File: src/rtl/avst_pkt_gen_if.sv
// Avalon-ST source/sink bundle carrying one packet stream (readyLatency 0).
interface avst_pkt_gen_if #(
    parameter int DWIDTH = 8
);
    logic              src_ready_i;
    logic [DWIDTH-1:0] src_data_o;
    logic              src_startofpacket_o;
    logic              src_endofpacket_o;
    logic              src_valid_o;

    modport master (
        input  src_ready_i,
        output src_data_o, src_startofpacket_o, src_endofpacket_o, src_valid_o
    );

    modport slave (
        output src_ready_i,
        input  src_data_o, src_startofpacket_o, src_endofpacket_o, src_valid_o
    );
endinterface

File: src/rtl/avst_pkt_gen.sv
// Avalon-ST packet source: emits one packet of 16-bit Galois-LFSR data per start
// command, honouring backpressure and inserting programmable idle gaps between beats.
module avst_pkt_gen #(
    parameter int DWIDTH      = 8,
    parameter int MAX_PKT_LEN = 1024,
    parameter int LWIDTH      = $clog2(MAX_PKT_LEN + 1)
) (
    input  logic              clk_i,
    input  logic              srst_i,
    input  logic              start_i,
    input  logic [LWIDTH-1:0] len_i,
    input  logic [15:0]       seed_i,
    input  logic [3:0]        gap_i,
    output logic              busy_o,
    output logic              done_o,
    avst_pkt_gen_if.master    src
);

    typedef enum logic [1:0] {IDLE, SEND, GAP, DONE} state_t;

    localparam logic [LWIDTH-1:0] MAX_LEN = LWIDTH'(MAX_PKT_LEN);

    state_t            state;
    logic [15:0]       lfsr;
    logic [LWIDTH-1:0] cnt;
    logic [LWIDTH-1:0] len_m1;
    logic [3:0]        gap_r;
    logic [3:0]        gap_cnt;
    logic              busy_q, done_q, valid_q, sop_q, eop_q;
    logic [DWIDTH-1:0] data_q;

    logic [LWIDTH-1:0] len_eff;
    logic [15:0]       seed_eff;
    logic [15:0]       lfsr_nxt;
    logic [LWIDTH-1:0] cnt_nxt;

    always_comb begin
        len_eff  = (len_i > MAX_LEN) ? MAX_LEN : len_i;
        seed_eff = (seed_i == 16'h0000) ? 16'h0001 : seed_i;
        lfsr_nxt = (lfsr >> 1) ^ (lfsr[0] ? 16'hB400 : 16'h0000);
        cnt_nxt  = cnt + LWIDTH'(1);
    end

    // Outputs are registered: each branch loads the values for the state being entered.
    always_ff @(posedge clk_i) begin
        if (srst_i) begin
            state   <= IDLE;
            lfsr    <= 16'h0001;
            cnt     <= '0;
            len_m1  <= '0;
            gap_r   <= '0;
            gap_cnt <= '0;
            busy_q  <= 1'b0;
            done_q  <= 1'b0;
            valid_q <= 1'b0;
            sop_q   <= 1'b0;
            eop_q   <= 1'b0;
            data_q  <= '0;
        end else begin
            case (state)
                IDLE: begin
                    done_q <= 1'b0;
                    if (start_i && len_i != '0) begin
                        state   <= SEND;
                        lfsr    <= seed_eff;
                        cnt     <= '0;
                        len_m1  <= len_eff - LWIDTH'(1);
                        gap_r   <= gap_i;
                        busy_q  <= 1'b1;
                        valid_q <= 1'b1;
                        data_q  <= seed_eff[DWIDTH-1:0];
                        sop_q   <= 1'b1;
                        eop_q   <= (len_eff == LWIDTH'(1));
                    end
                end
                SEND: begin
                    if (src.src_ready_i) begin
                        lfsr <= lfsr_nxt;
                        cnt  <= cnt_nxt;
                        if (cnt == len_m1) begin
                            state   <= DONE;
                            done_q  <= 1'b1;
                            valid_q <= 1'b0;
                            data_q  <= '0;
                            sop_q   <= 1'b0;
                            eop_q   <= 1'b0;
                        end else if (gap_r == 4'd0) begin
                            data_q <= lfsr_nxt[DWIDTH-1:0];
                            sop_q  <= 1'b0;
                            eop_q  <= (cnt_nxt == len_m1);
                        end else begin
                            state   <= GAP;
                            gap_cnt <= gap_r - 4'd1;
                            valid_q <= 1'b0;
                            data_q  <= '0;
                            sop_q   <= 1'b0;
                            eop_q   <= 1'b0;
                        end
                    end
                end
                GAP: begin
                    if (gap_cnt == 4'd0) begin
                        state   <= SEND;
                        valid_q <= 1'b1;
                        data_q  <= lfsr[DWIDTH-1:0];
                        sop_q   <= 1'b0;
                        eop_q   <= (cnt == len_m1);
                    end else begin
                        gap_cnt <= gap_cnt - 4'd1;
                    end
                end
                DONE: begin
                    state  <= IDLE;
                    done_q <= 1'b0;
                    busy_q <= 1'b0;
                end
                default: state <= IDLE;
            endcase
        end
    end

    assign busy_o                  = busy_q;
    assign done_o                  = done_q;
    assign src.src_valid_o         = valid_q;
    assign src.src_data_o          = data_q;
    assign src.src_startofpacket_o = sop_q;
    assign src.src_endofpacket_o   = eop_q;

endmodule

File: src/flat_wrapper.sv
// flat-port wrapper written by rule: the top's interface ports become plain ports
module avst_pkt_gen_flat 
#(
    parameter int DWIDTH      = 8,
    parameter int MAX_PKT_LEN = 1024,
    parameter int LWIDTH      = $clog2(MAX_PKT_LEN + 1)
)
  (clk_i, srst_i, start_i, len_i, seed_i, gap_i, busy_o, done_o, src_src_ready_i, src_src_data_o, src_src_startofpacket_o, src_src_endofpacket_o, src_src_valid_o);
  avst_pkt_gen_if #(.DWIDTH(DWIDTH)) src_i ();
  input  logic clk_i;
  input  logic srst_i;
  input  logic start_i;
  input  logic [LWIDTH-1:0] len_i;
  input  logic [15:0] seed_i;
  input  logic [3:0] gap_i;
  output logic busy_o;
  output logic done_o;
  input wire logic [$bits(src_i.src_ready_i)-1:0] src_src_ready_i;
  output wire logic [$bits(src_i.src_data_o)-1:0] src_src_data_o;
  output wire logic [$bits(src_i.src_startofpacket_o)-1:0] src_src_startofpacket_o;
  output wire logic [$bits(src_i.src_endofpacket_o)-1:0] src_src_endofpacket_o;
  output wire logic [$bits(src_i.src_valid_o)-1:0] src_src_valid_o;
  assign src_i.src_ready_i = src_src_ready_i;
  assign src_src_data_o = src_i.src_data_o;
  assign src_src_startofpacket_o = src_i.src_startofpacket_o;
  assign src_src_endofpacket_o = src_i.src_endofpacket_o;
  assign src_src_valid_o = src_i.src_valid_o;
  avst_pkt_gen #(.DWIDTH(DWIDTH), .MAX_PKT_LEN(MAX_PKT_LEN), .LWIDTH(LWIDTH)) u_core (.clk_i(clk_i), .srst_i(srst_i), .start_i(start_i), .len_i(len_i), .seed_i(seed_i), .gap_i(gap_i), .busy_o(busy_o), .done_o(done_o), .src(src_i));
endmodule
File: config.mk
export PLATFORM = sky130hd
export DESIGN_NAME = avst_pkt_gen_flat
export DESIGN_NICKNAME = d
export VERILOG_FILES = /design/src/rtl/avst_pkt_gen_if.sv /design/src/rtl/avst_pkt_gen.sv /design/src/flat_wrapper.sv
export SDC_FILE = /design/constraint.sdc
export NUM_CORES = 1
export LEC_CHECK = 0
export ABC_AREA = 0
export CORE_AREA = 2 2 105 107
export DETAILED_ROUTE_END_ITERATION = 8
export DIE_AREA = 0 0 107 109
export PLACE_DENSITY = 0.65
export SYNTH_ARGS = -nofsm -noshare
export SYNTH_HDL_FRONTEND = slang
export SYNTH_SLANG_ARGS = --single-unit
File: constraint.sdc
create_clock -name clk_i -period 2.5 [get_ports clk_i]
set_clock_uncertainty 0.1 [all_clocks]
set_input_delay 0.5 -clock clk_i [delete_from_list [all_inputs] [get_ports clk_i]]
set_output_delay 0.5 -clock clk_i [all_outputs]
set_load 0.005 [all_outputs]
==> results of run 1 <==
==> metal layers <==
metal	global-route usage (%)	part of all wire [%]	routed length, µm
met1	23.7	45	4750
met2	31.2	47	4960
met3	3.35	5.1	538
met4	7.24	2.3	242
met5	0	0	0
==> sequential cells by signal (all words and copies together), names as in the netlist <==
signal / cells
u_core.busy_o: 1
u_core.lfsr: 16
u_core.gap_r: 4
u_core.src.src_data_o: 8
u_core.cnt: 11
u_core.state: 2
u_core.done_o: 1
u_core.src.src_endofpacket_o: 1
u_core.src.src_valid_o: 1
u_core.len_m1: 11
u_core.gap_cnt: 4
u_core.src.src_startofpacket_o: 1
==> critical path: stages <==
cell           delay [ps]
dlygate4sd2_1         240
or4_4                 420
or4b_4                520
o2111a_2              340
buf_6                 160
nand2_8                90
a221oi_4               50
a2111oi_2             270
==> cells in the mapped netlist, types with 9 or more instances <==
master and instances:
xnor2_1 12, clkbuf_1 20, a211oi_1 18, xor2_1 15
nor3_1 12, nand2_1 29, ha_1 9, nor4_1 13
inv_1 11, mux2i_1 19, o21ai_0 20, nor2_1 67
a21oi_1 25, dfxtp_1 61, nand3_1 10
==> power groups by stage <==
stage / registers, mW / logic (mW) / clock network, mW
after global routing: 1.65 / 3.51 / 1.26
final: 1.61 / 3.26 / 1.20
after floorplan: 1.50 / 1.81 / 0
after CTS: 1.58 / 3.19 / 1.22
after detailed placement: 1.56 / 2.49 / 0
after global placement: 1.54 / 2.42 / 0
==> logic make-up (layout without fill, tap and decap cells) <==
family / after synthesis / in the layout / synth area share [%]
and+or+nand+nor: 168 / 171 / 22.5
AOI/OAI and AO/OA: 113 / 113 / 23.2
DFF: 61 / 61 / 34.0
buffers and inverters: 41 / 125 / 4.88
xor gates and xnor gates: 27 / 27 / 6.59
muxes: 20 / 20 / 5.62
adders and majority gates: 9 / 9 / 3.14
==> per-stage QoR <==
step	area [µm²]	cells	worst slack [ps]	utilization, %
6_report	5090	666	52.8	48.0
3_3_place_gp	4450	637	-682	41.9
2_1_floorplan	3650	439	-129	-
5_1_grt	5090	666	-0.746	48.0
3_5_place_dp	4450	637	-729	41.9
4_1_cts	5050	667	1.29	47.6
==> area by class of cell <==
| type | instances | area, µm² | share of cell area [%] |
|---|---|---|---|
| multi-input combinational | 340 | 2460 | 48.3 |
| sequential | 61 | 1220 | 24.0 |
| timing repair buffer | 98 | 923 | 18.1 |
| tap | 140 | 175 | 3.44 |
| clock buffer | 10 | 138 | 2.70 |
| clock inverter | 6 | 134 | 2.63 |
| inverter | 11 | 41.3 | 0.811 |
==> worst min path at each step <==
| stage | startpoint | cells past startpoint | slack [ps] | to |
|---|---|---|---|---|
| 2_1_floorplan | u_core.lfsr[10]$_SDFFE_PP0P_ | 2 | 340 | u_core.lfsr[10]$_SDFFE_PP0P_ |
| 3_3_place_gp | u_core.lfsr[12]$_SDFFE_PP0P_ | 2 | 340 | u_core.lfsr[12]$_SDFFE_PP0P_ |
| 3_5_place_dp | u_core.lfsr[10]$_SDFFE_PP0P_ | 2 | 350 | u_core.lfsr[10]$_SDFFE_PP0P_ |
| 4_1_cts | u_core.lfsr[10]$_SDFFE_PP0P_ | 2 | 360 | u_core.lfsr[10]$_SDFFE_PP0P_ |
| 5_1_grt | u_core.lfsr[10]$_SDFFE_PP0P_ | 2 | 380 | u_core.lfsr[10]$_SDFFE_PP0P_ |
| 6_report | u_core.lfsr[10]$_SDFFE_PP0P_ | 2 | 360 | u_core.lfsr[10]$_SDFFE_PP0P_ |
==> repair_timing <==
item / CTS / global route
resized for setup: 50 / 20
buffers inserted: 7 / 0
endpoints found under the setup margin: 56 / 25
pin swaps: 12 / 5
cloned: 7 / 0
==> summary.txt, run 1 <==
Clocking
  • CTS max path bufs: 2
  • Total CTS buffers: 9
  • TritonCTS clock tree: built
  • H-tree levels: 3
  • Clock-pin slew on the worst setup and hold paths: roughly 70 ps
  • Clock latency on the worst-skew pair: 350 ps
  • CTS Root Cell: clkbuf_8
  • Post-CTS Hold Fix Bufs: 0
  • # clock sinks: just over 60

Drt
  • DRT iter0 DRCs: between 200 and 250
  • Initial DRT Pass Iterations: 5
  • Drt drc: 0
  • Vias/cell: 5.53
  • Final wirelength: 10.5 mm
  • Routed via count: approximately 3,700
  • Detail Route Antenna Nets: 0
  • WL per Instance: approximately 16 µm

Power
  • Pwr/cell area: 1190 nW/µm²
  • Sequential power share: between 20% and 30%
  • Psw: 2.45 mW
  • Final Power: approximately 6.1 mW
  • Clock share of power: 19.8%
  • Leakage: 1.97 nW
  • Peak VDD IR: ~0.55 mV
  • Switch share: 40.3%
  • Gate power share: 53.7%
  • Internal: 3.62 mW

Layout
  • Number of antenna repair diodes: 0
  • Fillers: 1,006
  • Most frequent cells in the layout: dfxtp_1 (61), nor2_1 (58), buf_4 (41), clkdlybuf4s50_1 (37), nand2_1 (29)
  • Share of cells above drive strength 1: 23.0%
  • Most common cell after layout, fill and taps aside: dfxtp_1
  • Final nets: roughly 570
  • P&R area growth vs syn: 42.0%

Global routing
  • GRT Overall Usage: 18.6%
  • Largest net degree at the start of global routing: 36
  • First-pass GRT wire length: 17.2 mm
  • Total congestion overflow: 0
  • Vias in the first global route: between 3,000 and 4,000
  • Initial antenna violation count: 0

STA
  • Clock period minus final worst setup slack: 2450 ps
  • Fin. Hold Viols: 0
  • Fmax: 409 MHz
  • Final clock period utilization by the worst path: 97.9%
  • Unrepaired setup endpoints after global routing: yes
  • Worst slew pin tran: 869 ps
  • Rel. slew slack: 42.1%
  • WHS: ~360 ps
  • Final setup vio count: 0
  • TNS Setup: 0 ps
  • Max-slew violations: 0

Yosys
  • Dominant cell type by area after synthesis: dfxtp_1
  • Top post-synthesis cells by area: dfxtp_1 (34%), nor2_1 (7.0%), mux2i_1 (5.3%)
  • Syn Inst Count: 439
  • Post-synth top area share: 34.0%
  • Synthesized area: 3590 µm²
  • Main synth FF type: dfxtp_1
  • Post-synth EDFFs: 0
  • YS warnings: 0
  • #FFs+latches synth: approximately 60
  • Register area share after synthesis: between 30% and 40%
  • Synthesized net count: 483
  • Count of different cell masters after synthesis: 53
  • Ys async rst share: 0%
  • Syn_area_per_cell: 8.17 µm²

Floorplan
  • Core Rows: 38
  • Core box area: 10,600 µm²
  • Initial Utilization: 33.8%
  • Die extent in x: 107 µm
  • Die height: about 110 µm
  • Area of the die: 11,700 µm²
  • I/O Pins: 48

Place
  • Number of buffers added on ports: 47
  • Post-DP HPWL: 6.93 mm
  • Routability cong.: around 0.88

Critical path
  • Crit path DAT: 2600 ps
  • CP Max Fanout: 5
  • CP Launch Type: input port
  • Required @ worst endpoint: 2650 ps
  • Worst Reg-to-Reg Cells: 7
  • R2R Path Start: u_core.cnt[1]$_SDFFE_PP0P_
  • FF-to-FF setup slack: 90 ps
  • Worst Setup SP: len_i[5]
  • Endpoint type of the worst setup path: register
  • CP Capture Point: u_core.src.src_data_o[4]$_SDFFE_PP0P_
  • Critical path class: input port to register
  • RR Endpoint: u_core.src.src_endofpacket_o$_SDFFE_PP0P_

Run status
  • Status: completed

Run
  • Max-Cap Viols: 0

Min path
  • HP Class: register to register
(Power assumes the default switching activity.)
==> run 2: changes to the inputs <==
--- a/config.mk
+++ b/config.mk
@@ -9,6 +9,7 @@
 export CORE_AREA = 2 2 105 107
 export DETAILED_ROUTE_END_ITERATION = 8
 export DIE_AREA = 0 0 107 109
+export MAX_ROUTING_LAYER = met4
 export PLACE_DENSITY = 0.65
 export SYNTH_ARGS = -nofsm -noshare
 export SYNTH_HDL_FRONTEND = slang
==> run 2 against run 1 <==
First-iteration DRC count rose by 6.4%. Setup slack improved by 34 ps. Non-clock buffer count is the same. Total power is essentially flat. Register-to-register slack gained 30 ps. Clock power about the same. Via count is 0.38% lower. Hold slack got worse by 1.7 ps. Routed wire length fell by 0.25%. Utilization hardly changed. Largest power group unchanged.
==> summary.txt, run 2 (synthesis gave the netlist of run 1 again) <==
Place
  • Post-DP HPWL: 6.93 mm (unchanged)
  • Routability cong.: 0.890 (+1.6%)
  • Number of buffers added on ports: 47 (unchanged)
  • Pre-CTS setup slack: -729 ps (unchanged)

Layout
  • Max reg flops: 16 (unchanged)
  • Number of antenna repair diodes: 0 (unchanged)
  • Fillers: 1,005 (-0.099%)
  • P&R area growth vs syn: 42.0% (about the same)
  • Final nets: 565 (unchanged)
  • Most common cell after layout, fill and taps aside: dfxtp_1
  • Most frequent cells in the layout: dfxtp_1 (61), nor2_1 (58), buf_4 (41), clkdlybuf4s50_1 (37), nand2_1 (29)
  • Register with the most flip-flops: u_core.lfsr
  • Share of cells above drive strength 1: 23.0% (unchanged)
  • Largest regs: u_core.lfsr: 16 flops, u_core.cnt: 11 flops, u_core.len_m1: 11 flops

Clocking
  • Post-CTS Hold Fix Bufs: 0 (unchanged)
  • TritonCTS clock tree: built
  • Total CTS buffers: 9 (unchanged)
  • CTS max path bufs: 2 (unchanged)
  • Clock latency on the worst-skew pair: 340 ps (about the same)
  • Clock-pin slew on the worst setup and hold paths: 70 ps (about the same)
  • # clock sinks: 61 (unchanged)
  • CTS Root Cell: clkbuf_8
  • H-tree levels: 3 (unchanged)

Critical path
  • Slowest stage delay, CP: 530 ps (about the same)
  • Critical path class: input port to register
  • RR Endpoint: u_core.src.src_endofpacket_o$_SDFFE_PP0P_
  • Worst Setup SP: len_i[2]
  • Crit path DAT: 2560 ps (-40 ps)
  • CP Capture Point: u_core.src.src_data_o[1]$_SDFFE_PP0P_
  • CP Max Fanout: 5 (unchanged)
  • CP Launch Type: input port
  • Worst-path cell chain: clkbuf_2 > or4_4 > or4b_4 > o2111a_2 > buf_6 > nand2_8 > a221oi_4 > a2111oi_4
  • Worst Reg-to-Reg Cells: 7 (unchanged)
  • Required @ worst endpoint: 2650 ps (about the same)
  • R2R Path Start: u_core.cnt[1]$_SDFFE_PP0P_
  • FF-to-FF setup slack: 120 ps (+30 ps)
  • CP max stage cell: or4_4
  • Endpoint type of the worst setup path: register

Drt
  • DRT iter0 DRCs: 251 (+6.4%)
  • WL per Instance: 15.7 µm (-0.25%)
  • Drt drc: 0 (unchanged)
  • Routed via count: 3,669 (-0.38%)
  • Detail Route Antenna Nets: 0 (unchanged)
  • Initial DRT Pass Iterations: 4 (-1)
  • Final wirelength: 10.5 mm (-0.25%)
  • Vias/cell: 5.51 (-0.38%)

Power
  • Peak VDD IR: 0.543 mV (-0.44%)
  • Pwr/cell area: 1190 nW/µm² (about the same)
  • Psw: 2.45 mW (+0.11%)
  • Clock share of power: 19.8% (about the same)
  • Final Power: 6.07 mW (about the same)
  • Gate power share: 53.7% (about the same)
  • Internal: 3.62 mW (about the same)
  • Switch share: 40.4% (about the same)
  • Leakage: 1.97 nW (about the same)
  • Sequential power share: 26.5% (about the same)

Floorplan
  • Die extent in x: 107 µm (unchanged)
  • Core box area: 10,600 µm² (unchanged)
  • Core Rows: 38 (unchanged)
  • Initial Utilization: 33.8% (unchanged)
  • I/O Pins: 48 (unchanged)
  • Die height: 109 µm (unchanged)
  • Area of the die: 11,700 µm² (unchanged)

STA
  • Max-slew violations: 0 (unchanged)
  • Fin. Hold Viols: 0 (unchanged)
  • Final setup vio count: 0 (unchanged)
  • Clock period minus final worst setup slack: 2410 ps (-34.2 ps)
  • Worst slew pin tran: 884 ps (+15.3 ps)
  • Final clock period utilization by the worst path: 96.5% (-1.4 points)
  • Unrepaired setup endpoints after global routing: yes
  • Rel. slew slack: 41.0% (-1.0 points)
  • Fmax: 414 MHz (+1.4%)
  • Worst setup margin: 87.1 ps (+34.2 ps)

Run
  • Max-Cap Viols: 0 (unchanged)

Global routing
  • Largest net degree at the start of global routing: 36 (unchanged)
  • Initial antenna violation count: 0 (unchanged)
  • First-pass GRT wire length: 17.2 mm (unchanged)
  • GRT Overall Usage: 19.0% (+0.48 points)
  • Total congestion overflow: 0 (unchanged)
  • Vias in the first global route: 3,507 (-0.14%)

Run status
  • Status: completed

Min path
  • HP Class: register to register
-- run 2: worst min path at each step --
stage | startpoint | end | slack (ps) | cells after the start
final | u_core.lfsr[10]$_SDFFE_PP0P_ | u_core.lfsr[10]$_SDFFE_PP0P_ | 360 | 2
after global routing | u_core.lfsr[10]$_SDFFE_PP0P_ | u_core.lfsr[10]$_SDFFE_PP0P_ | 380 | 2
after CTS | u_core.lfsr[10]$_SDFFE_PP0P_ | u_core.lfsr[10]$_SDFFE_PP0P_ | 360 | 2
after detailed placement | u_core.lfsr[10]$_SDFFE_PP0P_ | u_core.lfsr[10]$_SDFFE_PP0P_ | 350 | 2
after global placement | u_core.lfsr[12]$_SDFFE_PP0P_ | u_core.lfsr[12]$_SDFFE_PP0P_ | 340 | 2
after floorplan | u_core.lfsr[10]$_SDFFE_PP0P_ | u_core.lfsr[10]$_SDFFE_PP0P_ | 340 | 2
-- run 2: final cells by class --
type / count / area [µm²] / area share [%]
clock buffers: 10 / 138 / 2.70
clock inverters: 6 / 134 / 2.63
inverters: 11 / 41.3 / 0.810
multi-input cells: 340 / 2460 / 48.3
flip-flops and latches: 61 / 1220 / 24.0
well taps: 140 / 175 / 3.44
repair buffers: 98 / 926 / 18.2
-- run 2: power groups by stage --
stage          Sequential, mW  Combinational, mW  Clock, mW
2_1_floorplan            1.50               1.81          0
3_3_place_gp             1.54               2.42          0
3_5_place_dp             1.56               2.49          0
4_1_cts                  1.58               3.19       1.22
5_1_grt                  1.65               3.51       1.26
6_report                 1.61               3.26       1.20
-- run 2: layer usage --
metal / part of all wire [%] / wire, µm / track usage, % / vias up
met4: 1.9 / 197 / 7.24 / 0
li1: - / - / - / 1786
met3: 5.8 / 607 / 2.99 / 16
met2: 48 / 4990 / 31.3 / 122
met5: 0 / 0 / - / -
met1: 45 / 4670 / 23.7 / 1745
-- run 2: worst max-delay path, delay by kind of cell --
kind / cells / cell delay (ps)
simple gates: 3 / 1140
compound gates: 3 / 660
buf+inv: 2 / 250
-- run 2: per-stage QoR --
stage / utilization, % / instance area (µm²) / hold WS, ps / std cells / setup TNS (ps)
after floorplan: - / 3650 / 336 / 439 / -2480
after global placement: 41.9 / 4450 / 343 / 637 / -31790
after detailed placement: 41.9 / 4450 / 350 / 637 / -33150
after CTS: 47.6 / 5050 / 360 / 667 / 0
after global routing: 48.1 / 5090 / 382 / 666 / -0.738
final: 48.1 / 5090 / 358 / 666 / 0
-- run 2: timing repair --
action | 4_1_cts | 5_1_grt
setup buffers | 7 | 0
pin swaps | 12 | 4
resized for setup | 50 | 22
endpoints found under the hold margin | 0 | 0
gates cloned | 7 | 0
endpoints found under the setup margin | 56 | 26
